$ cat config.mk
export PLATFORM = sky130hd
export DESIGN_NAME = microseq_next_state_flat
export DESIGN_NICKNAME = d
export VERILOG_FILES = /design/src/rtl/microseq_next_state_if.sv /design/src/rtl/microseq_next_state.sv /design/src/flat_wrapper.sv
export SDC_FILE = /design/constraint.sdc
export NUM_CORES = 1
export LEC_CHECK = 0
export ABC_AREA = 1
export CORE_ASPECT_RATIO = 1.25
export CORE_UTILIZATION = 39
export CTS_CLUSTER_DIAMETER = 80
export DETAILED_ROUTE_END_ITERATION = 10
export SLEW_MARGIN = 20
export SYNTH_ARGS = -nofsm -noshare
export SYNTH_HDL_FRONTEND = slang
export SYNTH_SLANG_ARGS = --single-unit
$ cat constraint.sdc
create_clock -name clk -period 5.4 [get_ports clk]
set_input_delay 0.81 -clock clk [delete_from_list [all_inputs] [get_ports clk]]
set_output_delay 0.81 -clock clk [all_outputs]
set_load 0.1 [all_outputs]
$ cat src/rtl/microseq_next_state_if.sv
// Sequencer bus: microinstruction/condition inputs toward the sequencer,
// registered state, next state and stack status back out.
interface microseq_next_state_if #(
  parameter int ADDR_W      = 7,
  parameter int NCOND       = 4,
  parameter int CSEL_W      = 2,
  parameter int STACK_DEPTH = 4
);
  localparam int SP_W = $clog2(STACK_DEPTH + 1);

  logic              en;
  logic [3:0]        n;
  logic [CSEL_W-1:0] s;
  logic              inv;
  logic [NCOND-1:0]  conds;
  logic [ADDR_W-1:0] enc_addr;
  logic [ADDR_W-1:0] cr;
  logic [ADDR_W-1:0] state;
  logic [ADDR_W-1:0] next_state;
  logic [SP_W-1:0]   sp;
  logic              stk_ovf;
  logic              stk_udf;

  modport master (
    output en, n, s, inv, conds, enc_addr, cr,
    input  state, next_state, sp, stk_ovf, stk_udf
  );

  modport slave (
    input  en, n, s, inv, conds, enc_addr, cr,
    output state, next_state, sp, stk_ovf, stk_udf
  );
endinterface

$ cat src/rtl/microseq_next_state.sv
// Microprogram sequencer: registered control-store state, next-state mux
// and a return-address stack for micro-subroutines. Updates on falling edge.
module microseq_next_state #(
  parameter int ADDR_W      = 7,
  parameter int NCOND       = 4,
  parameter int CSEL_W      = 2,
  parameter int STACK_DEPTH = 4,
  parameter int RESET_ADDR  = 1
) (
  input  logic                 clk,
  input  logic                 rst_n,
  microseq_next_state_if.slave bus
);
  localparam int SP_W  = $clog2(STACK_DEPTH + 1);
  localparam int IDX_W = (STACK_DEPTH > 1) ? $clog2(STACK_DEPTH) : 1;
  localparam logic [ADDR_W-1:0] RST_VEC = ADDR_W'(RESET_ADDR);

  localparam logic [3:0] M_ENC   = 4'd0;
  localparam logic [3:0] M_VEC   = 4'd1;
  localparam logic [3:0] M_JMP   = 4'd2;
  localparam logic [3:0] M_INC   = 4'd3;
  localparam logic [3:0] M_EC    = 4'd4;
  localparam logic [3:0] M_VC    = 4'd5;
  localparam logic [3:0] M_IV    = 4'd6;
  localparam logic [3:0] M_IC    = 4'd7;
  localparam logic [3:0] M_CALL  = 4'd8;
  localparam logic [3:0] M_RET   = 4'd9;
  localparam logic [3:0] M_CCALL = 4'd10;
  localparam logic [3:0] M_CRET  = 4'd11;
  localparam logic [3:0] M_WAIT  = 4'd12;

  logic [ADDR_W-1:0]                   state_q, nxt, inc, top;
  logic [SP_W-1:0]                     sp_q, sp_m1;
  logic [STACK_DEPTH-1:0][ADDR_W-1:0]  stk_q;
  logic                                ovf_q, udf_q;
  logic                                sts, push, pop, full, empty;
  logic [2**CSEL_W-1:0]                cond_pad;

  // Unimplemented select codes read as a false condition before inversion.
  always_comb begin
    cond_pad             = '0;
    cond_pad[NCOND-1:0]  = bus.conds;
  end

  assign sts   = cond_pad[bus.s] ^ bus.inv;
  assign inc   = state_q + ADDR_W'(1);
  assign empty = (sp_q == '0);
  assign full  = (sp_q == SP_W'(STACK_DEPTH));
  assign sp_m1 = sp_q - SP_W'(1);
  assign top   = empty ? RST_VEC : stk_q[sp_m1[IDX_W-1:0]];

  always_comb begin
    nxt  = inc;
    push = 1'b0;
    pop  = 1'b0;
    unique case (bus.n)
      M_ENC:   nxt = bus.enc_addr;
      M_VEC:   nxt = RST_VEC;
      M_JMP:   nxt = bus.cr;
      M_INC:   nxt = inc;
      M_EC:    nxt = sts ? bus.enc_addr : bus.cr;
      M_VC:    nxt = sts ? RST_VEC : bus.cr;
      M_IV:    nxt = sts ? inc : RST_VEC;
      M_IC:    nxt = sts ? inc : bus.cr;
      M_CALL:  push = 1'b1;
      M_RET:   pop  = 1'b1;
      M_CCALL: push = sts;
      M_CRET:  pop  = sts;
      M_WAIT:  nxt = sts ? inc : state_q;
      default: nxt = inc;
    endcase
    // A call still jumps when the stack is full; a return on empty faults to the vector.
    if (push) nxt = bus.cr;
    if (pop)  nxt = top;
  end

  always_ff @(negedge clk or negedge rst_n) begin
    if (!rst_n) begin
      state_q <= '0;
      sp_q    <= '0;
      stk_q   <= '0;
      ovf_q   <= 1'b0;
      udf_q   <= 1'b0;
    end else if (bus.en) begin
      state_q <= nxt;
      if (push) begin
        if (full) ovf_q <= 1'b1;
        else begin
          stk_q[sp_q[IDX_W-1:0]] <= inc;
          sp_q                   <= sp_q + SP_W'(1);
        end
      end
      if (pop) begin
        if (empty) udf_q <= 1'b1;
        else       sp_q  <= sp_m1;
      end
    end
  end

  assign bus.state      = state_q;
  assign bus.next_state = nxt;
  assign bus.sp         = sp_q;
  assign bus.stk_ovf    = ovf_q;
  assign bus.stk_udf    = udf_q;
endmodule

$ cat src/flat_wrapper.sv
// flat-port wrapper written by rule: the top's interface ports become plain ports
module microseq_next_state_flat 
#(
  parameter int ADDR_W      = 7,
  parameter int NCOND       = 4,
  parameter int CSEL_W      = 2,
  parameter int STACK_DEPTH = 4,
  parameter int RESET_ADDR  = 1
)
  (clk, rst_n, bus_en, bus_n, bus_s, bus_inv, bus_conds, bus_enc_addr, bus_cr, bus_state, bus_next_state, bus_sp, bus_stk_ovf, bus_stk_udf);
  microseq_next_state_if #(.ADDR_W(ADDR_W), .NCOND(NCOND), .CSEL_W(CSEL_W), .STACK_DEPTH(STACK_DEPTH)) bus_i ();
  input  logic clk;
  input  logic rst_n;
  input wire logic [$bits(bus_i.en)-1:0] bus_en;
  input wire logic [$bits(bus_i.n)-1:0] bus_n;
  input wire logic [$bits(bus_i.s)-1:0] bus_s;
  input wire logic [$bits(bus_i.inv)-1:0] bus_inv;
  input wire logic [$bits(bus_i.conds)-1:0] bus_conds;
  input wire logic [$bits(bus_i.enc_addr)-1:0] bus_enc_addr;
  input wire logic [$bits(bus_i.cr)-1:0] bus_cr;
  output wire logic [$bits(bus_i.state)-1:0] bus_state;
  output wire logic [$bits(bus_i.next_state)-1:0] bus_next_state;
  output wire logic [$bits(bus_i.sp)-1:0] bus_sp;
  output wire logic [$bits(bus_i.stk_ovf)-1:0] bus_stk_ovf;
  output wire logic [$bits(bus_i.stk_udf)-1:0] bus_stk_udf;
  assign bus_i.en = bus_en;
  assign bus_i.n = bus_n;
  assign bus_i.s = bus_s;
  assign bus_i.inv = bus_inv;
  assign bus_i.conds = bus_conds;
  assign bus_i.enc_addr = bus_enc_addr;
  assign bus_i.cr = bus_cr;
  assign bus_state = bus_i.state;
  assign bus_next_state = bus_i.next_state;
  assign bus_sp = bus_i.sp;
  assign bus_stk_ovf = bus_i.stk_ovf;
  assign bus_stk_udf = bus_i.stk_udf;
  microseq_next_state #(.ADDR_W(ADDR_W), .NCOND(NCOND), .CSEL_W(CSEL_W), .STACK_DEPTH(STACK_DEPTH), .RESET_ADDR(RESET_ADDR)) u_core (.clk(clk), .rst_n(rst_n), .bus(bus_i));
endmodule
==> Yosys cells after proc, flatten, opt, wreduce, memory -nomap -nowiden <==
Cells that the tools add are included.
{ "op_classes": {"n_lt_le_gt_ge": 4, "n_addsub": 3, "n_mul": 0, "mux": 22, "div": 0, "n_shift": 0, "reduce_logical": 6, "bitwise": 2, "eq_ne": 12} }
{ "ops": {"columns": ["op", "count"], "rows": [
  ["2-to-1 mux 7 bit", 10],
  ["case mux 7 bit (8 select lines)", 1],
  ["bitwise mux 28 bit", 1],
  ["== test 4 bit, second input constant", 5],
  ["== test 4 x 3 -> 1 bit, second input constant", 4],
  ["binary-select mux 7 bit (select 2 bit)", 1],
  ["demux 7 bit (select 2 bit)", 1],
  ["2-to-1 mux 3 bit", 4],
  ["< comparator 2 x 3 -> 1 bit, second input constant", 3],
  ["AND reduction 3 bit", 3],
  ["adder 7 x 1 -> 7 bit, second input constant", 1],
  ["== test 4 x 1 -> 1 bit, second input constant", 1],
  ["== test 4 x 2 -> 1 bit, second input constant", 1],
  ["logical NOT 4 bit", 1],
  ["case mux 1 bit (2 select lines)", 2],
  ["adder 3 x 1 -> 3 bit, second input constant", 1],
  ["== test 3 bit, second input constant", 1],
  ["logical NOT 3 bit", 1],
  ["subtractor 3 x 1 -> 3 bit, second input constant", 1],
  ["binary-select mux 1 bit (select 2 bit)", 1],
  [">= comparator 2 x 1 -> 1 bit, second input constant", 1],
  ["logical AND 1 bit", 1],
  ["2-to-1 mux 1 bit", 1],
  ["NOT 1 bit", 1],
  ["XOR 1 bit", 1]
]} }
{ "word_totals": {"n_memories": 0, "rom_bits": 0, "latchBits": 0, "ram_bits": 0, "input_bits": 28, "ff_bits": 40} }

==> Depth between registers and ports, before layout <==
Gate-level depths: netlist of the first run.
{ "depth": {"ltp_word": 7, "mapped_depth": 16, "ltp_nobuf": 16} }

==> results of run 1 <==
[placed cells by master (no fill, tap or decap), types with 8 or more instances in the layout]
| cell type | synthesis | final |
|---|---|---|
| dfrtn_1 | 40 | 40 |
| inv_1 | 49 | 41 |
| inv_2 | 1 | 8 |
| buf_12 | 0 | 8 |
| buf_4 | 1 | 68 |
| clkdlybuf4s50_1 | 0 | 26 |
| o21ai_0 | 16 | 15 |
| o21a_1 | 14 | 14 |
| nand2_1 | 167 | 158 |
| o21ai_1 | 10 | 11 |
| a21oi_1 | 13 | 9 |
| nand3_1 | 24 | 22 |
[critical path, cell delays in order, from the launching register on]
cell and delay (ns):
dfrtn_1 0.49, ha_2 0.22, nand3_2 0.09, nand3b_1 0.22
xnor2_2 0.20, nand2_1 0.09, nand3_2 0.09, nand2_4 0.07
nand2_8 0.07, buf_12 0.16
[metrics by stage]
stage          total power [mW]  utilization [%]  hold slack [ns]
6_report                  2.171            59.86           0.4179
4_1_cts                   2.157            59.56           0.4189
2_1_floorplan             1.354                -           0.4109
5_1_grt                   2.299            59.86           0.4579
3_3_place_gp              1.744            56.03           0.4172
3_5_place_dp              1.748            56.03           0.4188
[area by class of cell]
type                            instances  area, µm²
Tap cell                               90      112.6
Timing Repair Buffer                  107      980.9
Multi-Input combinational cell        301       1772
Clock inverter                          2      35.03
Clock buffer                            6      72.57
Sequential cell                        40       1001
Inverter                               52      202.7
Fill cell                             684       2800
[report_power, final]
part | switching, mW | total (mW) | internal, mW
clock network | 0.112 | 0.249 | 0.137
logic | 0.860 | 1.40 | 0.544
registers | 0.0893 | 0.517 | 0.428
[cell families (layout without fill, tap and decap cells)]
kind of cell    count (synthesis)  count (layout)  share of synthesized area [%]
simple gates                  219             219                          33.83
fa+ha+maj                       8               8                          3.534
buf+inv                        66             167                          10.20
xor+xnor                        6               6                          1.855
flops                          40              40                          35.34
compound gates                 68              68                          15.24
[synth_stat cells]
| library cell | number | share of area, % |
|---|---|---|
| nand2_2 | 2 | 0.44 |
| nand3_4 | 1 | 0.62 |
| xor2_1 | 5 | 1.5 |
| nand2_1 | 167 | 22 |
| o22ai_1 | 1 | 0.22 |
| clkinv_1 | 2 | 0.27 |
| o21ai_0 | 16 | 2.8 |
| buf_2 | 6 | 1.1 |
| a21oi_1 | 13 | 2.3 |
| o211ai_1 | 3 | 0.79 |
| buf_1 | 2 | 0.27 |
| a221oi_1 | 6 | 1.9 |
| o21ai_4 | 1 | 0.57 |
| inv_2 | 1 | 0.13 |
| clkbuf_1 | 1 | 0.13 |
| inv_1 | 49 | 6.5 |
| nor2_4 | 4 | 1.6 |
| nor2_1 | 5 | 0.66 |
| nor3_1 | 1 | 0.18 |
| nand3_1 | 24 | 4.2 |
| nand4_1 | 7 | 1.5 |
| o21a_1 | 14 | 3.7 |
| a22oi_1 | 1 | 0.27 |
| o21ai_1 | 10 | 1.8 |
| ha_1 | 8 | 3.5 |
| xnor2_1 | 1 | 0.31 |
| nand3_2 | 3 | 1.1 |
| a31o_2 | 2 | 0.62 |
| nor2_2 | 2 | 0.44 |
| nand2_4 | 1 | 0.40 |
| buf_4 | 1 | 0.27 |
| nand3b_1 | 2 | 0.53 |
| dfrtn_1 | 40 | 35 |
| buf_6 | 4 | 1.6 |
| o21ai_2 | 1 | 0.31 |
[flip-flops by register name, indices dropped and copies added, names as in the netlist]
register	count
u_core.bus.sp	3
u_core.bus.state	7
u_core.bus.stk_ovf	1
u_core.bus.stk_udf	1
u_core.stk_q	28
[worst min-delay path by stage]
stage                                     to  slack [ns]  depth (start not counted)
after floorplan              u_core.stk_q[1]        0.41                          2
after global placement    u_core.bus.stk_ovf        0.42                          1
after detailed placement  u_core.bus.stk_ovf        0.42                          1
after CTS                 u_core.bus.stk_ovf        0.42                          1
after global routing        u_core.stk_q[25]        0.46                          1
final                     u_core.bus.stk_ovf        0.42                          1
[what timing repair did]
item                       4_1_cts  5_1_grt
pin swaps                       11        9
resized for setup               20        3
hold buffers                     0        0
setup endpoints to repair        7        7
setup buffers                   10        1
[layer usage]
layer | vias up | global-route usage, % | wire (µm)
met2 | 62 | 42.44 | 4280
met1 | 1359 | 29.47 | 3601
met5 | - | 0 | 0
met3 | 16 | 1.784 | 213
li1 | 1500 | - | -
met4 | 0 | 7.692 | 180
==> impl_results.md, run 1 <==
* Status: finished with violations
* Failing checks: negative setup slack
* Clk sinks at 40
* Ant. Diodes at 0
* LEAKAGE at between 2 and 2.5 nW
* Synthesized net count at around 440
* Worst slew margin at 40.13%
* Worst R2R Setup Slack at about 3.5 ns
* Max Buffers Root-to-Sink at 2
* Drt drc at 0
* VDD IR max at roughly 0.32 mV
* Antenna viol nets, final at 0
* Setup crit start: u_core.bus.state[0]
* Reg2reg start: u_core.bus.sp[0]
* Post-synth cell types at 35
* First-pass GRT wire length at around 14000 µm
* Total GRT Usage at around a quarter
* Share of layout cells above drive strength 1 at between 20% and 30%
* Vias per cell at ~4.9
* Worst setup path end: bus_next_state[6]
* RePlAce Congestion at 0.9241
* Hold crit path type: register to register
* Area post-placement at between 0.003 and 0.004 mm²
* R2r endpoint: u_core.stk_q[12]
* Synth Instances at about 400
* DIE AREA at between 0.007 and 0.008 mm²
* DP HPWL at approximately 6400 µm
* Setup TNS at -0.7404 ns
* Initial antenna violation count at 0
* I/O pin cnt at 47
* Crit end category: primary output
* Via count at 2937
* Port Buffer Count at 46
* CTS tree: done
* Placed insts at between 500 and 600
* Synthesis Warnings at 0
* Area growth from synthesis to layout at 47.44%
* Syn avg cell area at approximately 7 µm²
* CTS clk-pin slew, worst paths at roughly 0.05 ns
* CP Class: register to primary output
* Root buffer cell: clkbuf_8
* CP Launch Type: register
* CP Max Fanout at 3
* Unrepaired setup endpoints after global routing: true
* H-Tree Depth at 2
* Slew Limit Fails at 0
* Clock skew after layout at around 0.0042 ns
* PnR worst setup slack at -0.1383 ns
* Reg2reg path depth at 9
* 1st-iter DRT viols at 115
* DR WL/cell at about 14 µm
* CTS buffer count at 5
* Setup WS pre-CTS at -0.1267 ns
* Die span in x at 78.23 µm
* Core box area at about 0.007 mm²
* Pwr dens at 519.7 mW/mm²
* Clk_lat worst skew at ~0.30 ns
* Starting density of the core at 40.60%
* Slew @ Worst Pin at 0.8981 ns
* Post-Layout Cell Count at 598
* FP Rows at 34
* Post-Syn Area at about 0.0028 mm²
* Post-route cell area at between 0.004 and 0.005 mm²
* Final Routed Wirelength at slightly above 8000 µm
* Data required, critical path at roughly 4.6 ns
* Number of global-route vias before repair at 3030
* Register area share after synthesis at roughly 35%
* Endpoints failing setup at 7
* Critical path arrival at ~4.7 ns
* Yosys reg bits at 40
* Die height at 97.29 µm
* Hold Path Origin: u_core.bus.stk_ovf
* 1st-pass router iterations at 4
* Fin. Hold Viols at 0
* GRT overflow at 0
* MaxCap Viol Count at 0
* Largest net degree at the start of global routing at 41
* Nets at approximately 540
Power figures use the tool's default switching activity.
==> run 2, diff against run 1 <==
--- a/config.mk
+++ b/config.mk
@@ -9,6 +9,7 @@
 export CORE_ASPECT_RATIO = 1.25
 export CORE_UTILIZATION = 39
 export CTS_CLUSTER_DIAMETER = 80
+export CTS_CLUSTER_SIZE = 28
 export DETAILED_ROUTE_END_ITERATION = 10
 export SLEW_MARGIN = 20
 export SYNTH_ARGS = -nofsm -noshare
==> results of run 2 <==
No change in the layout: final DEF, timing and power equal those of run 1.
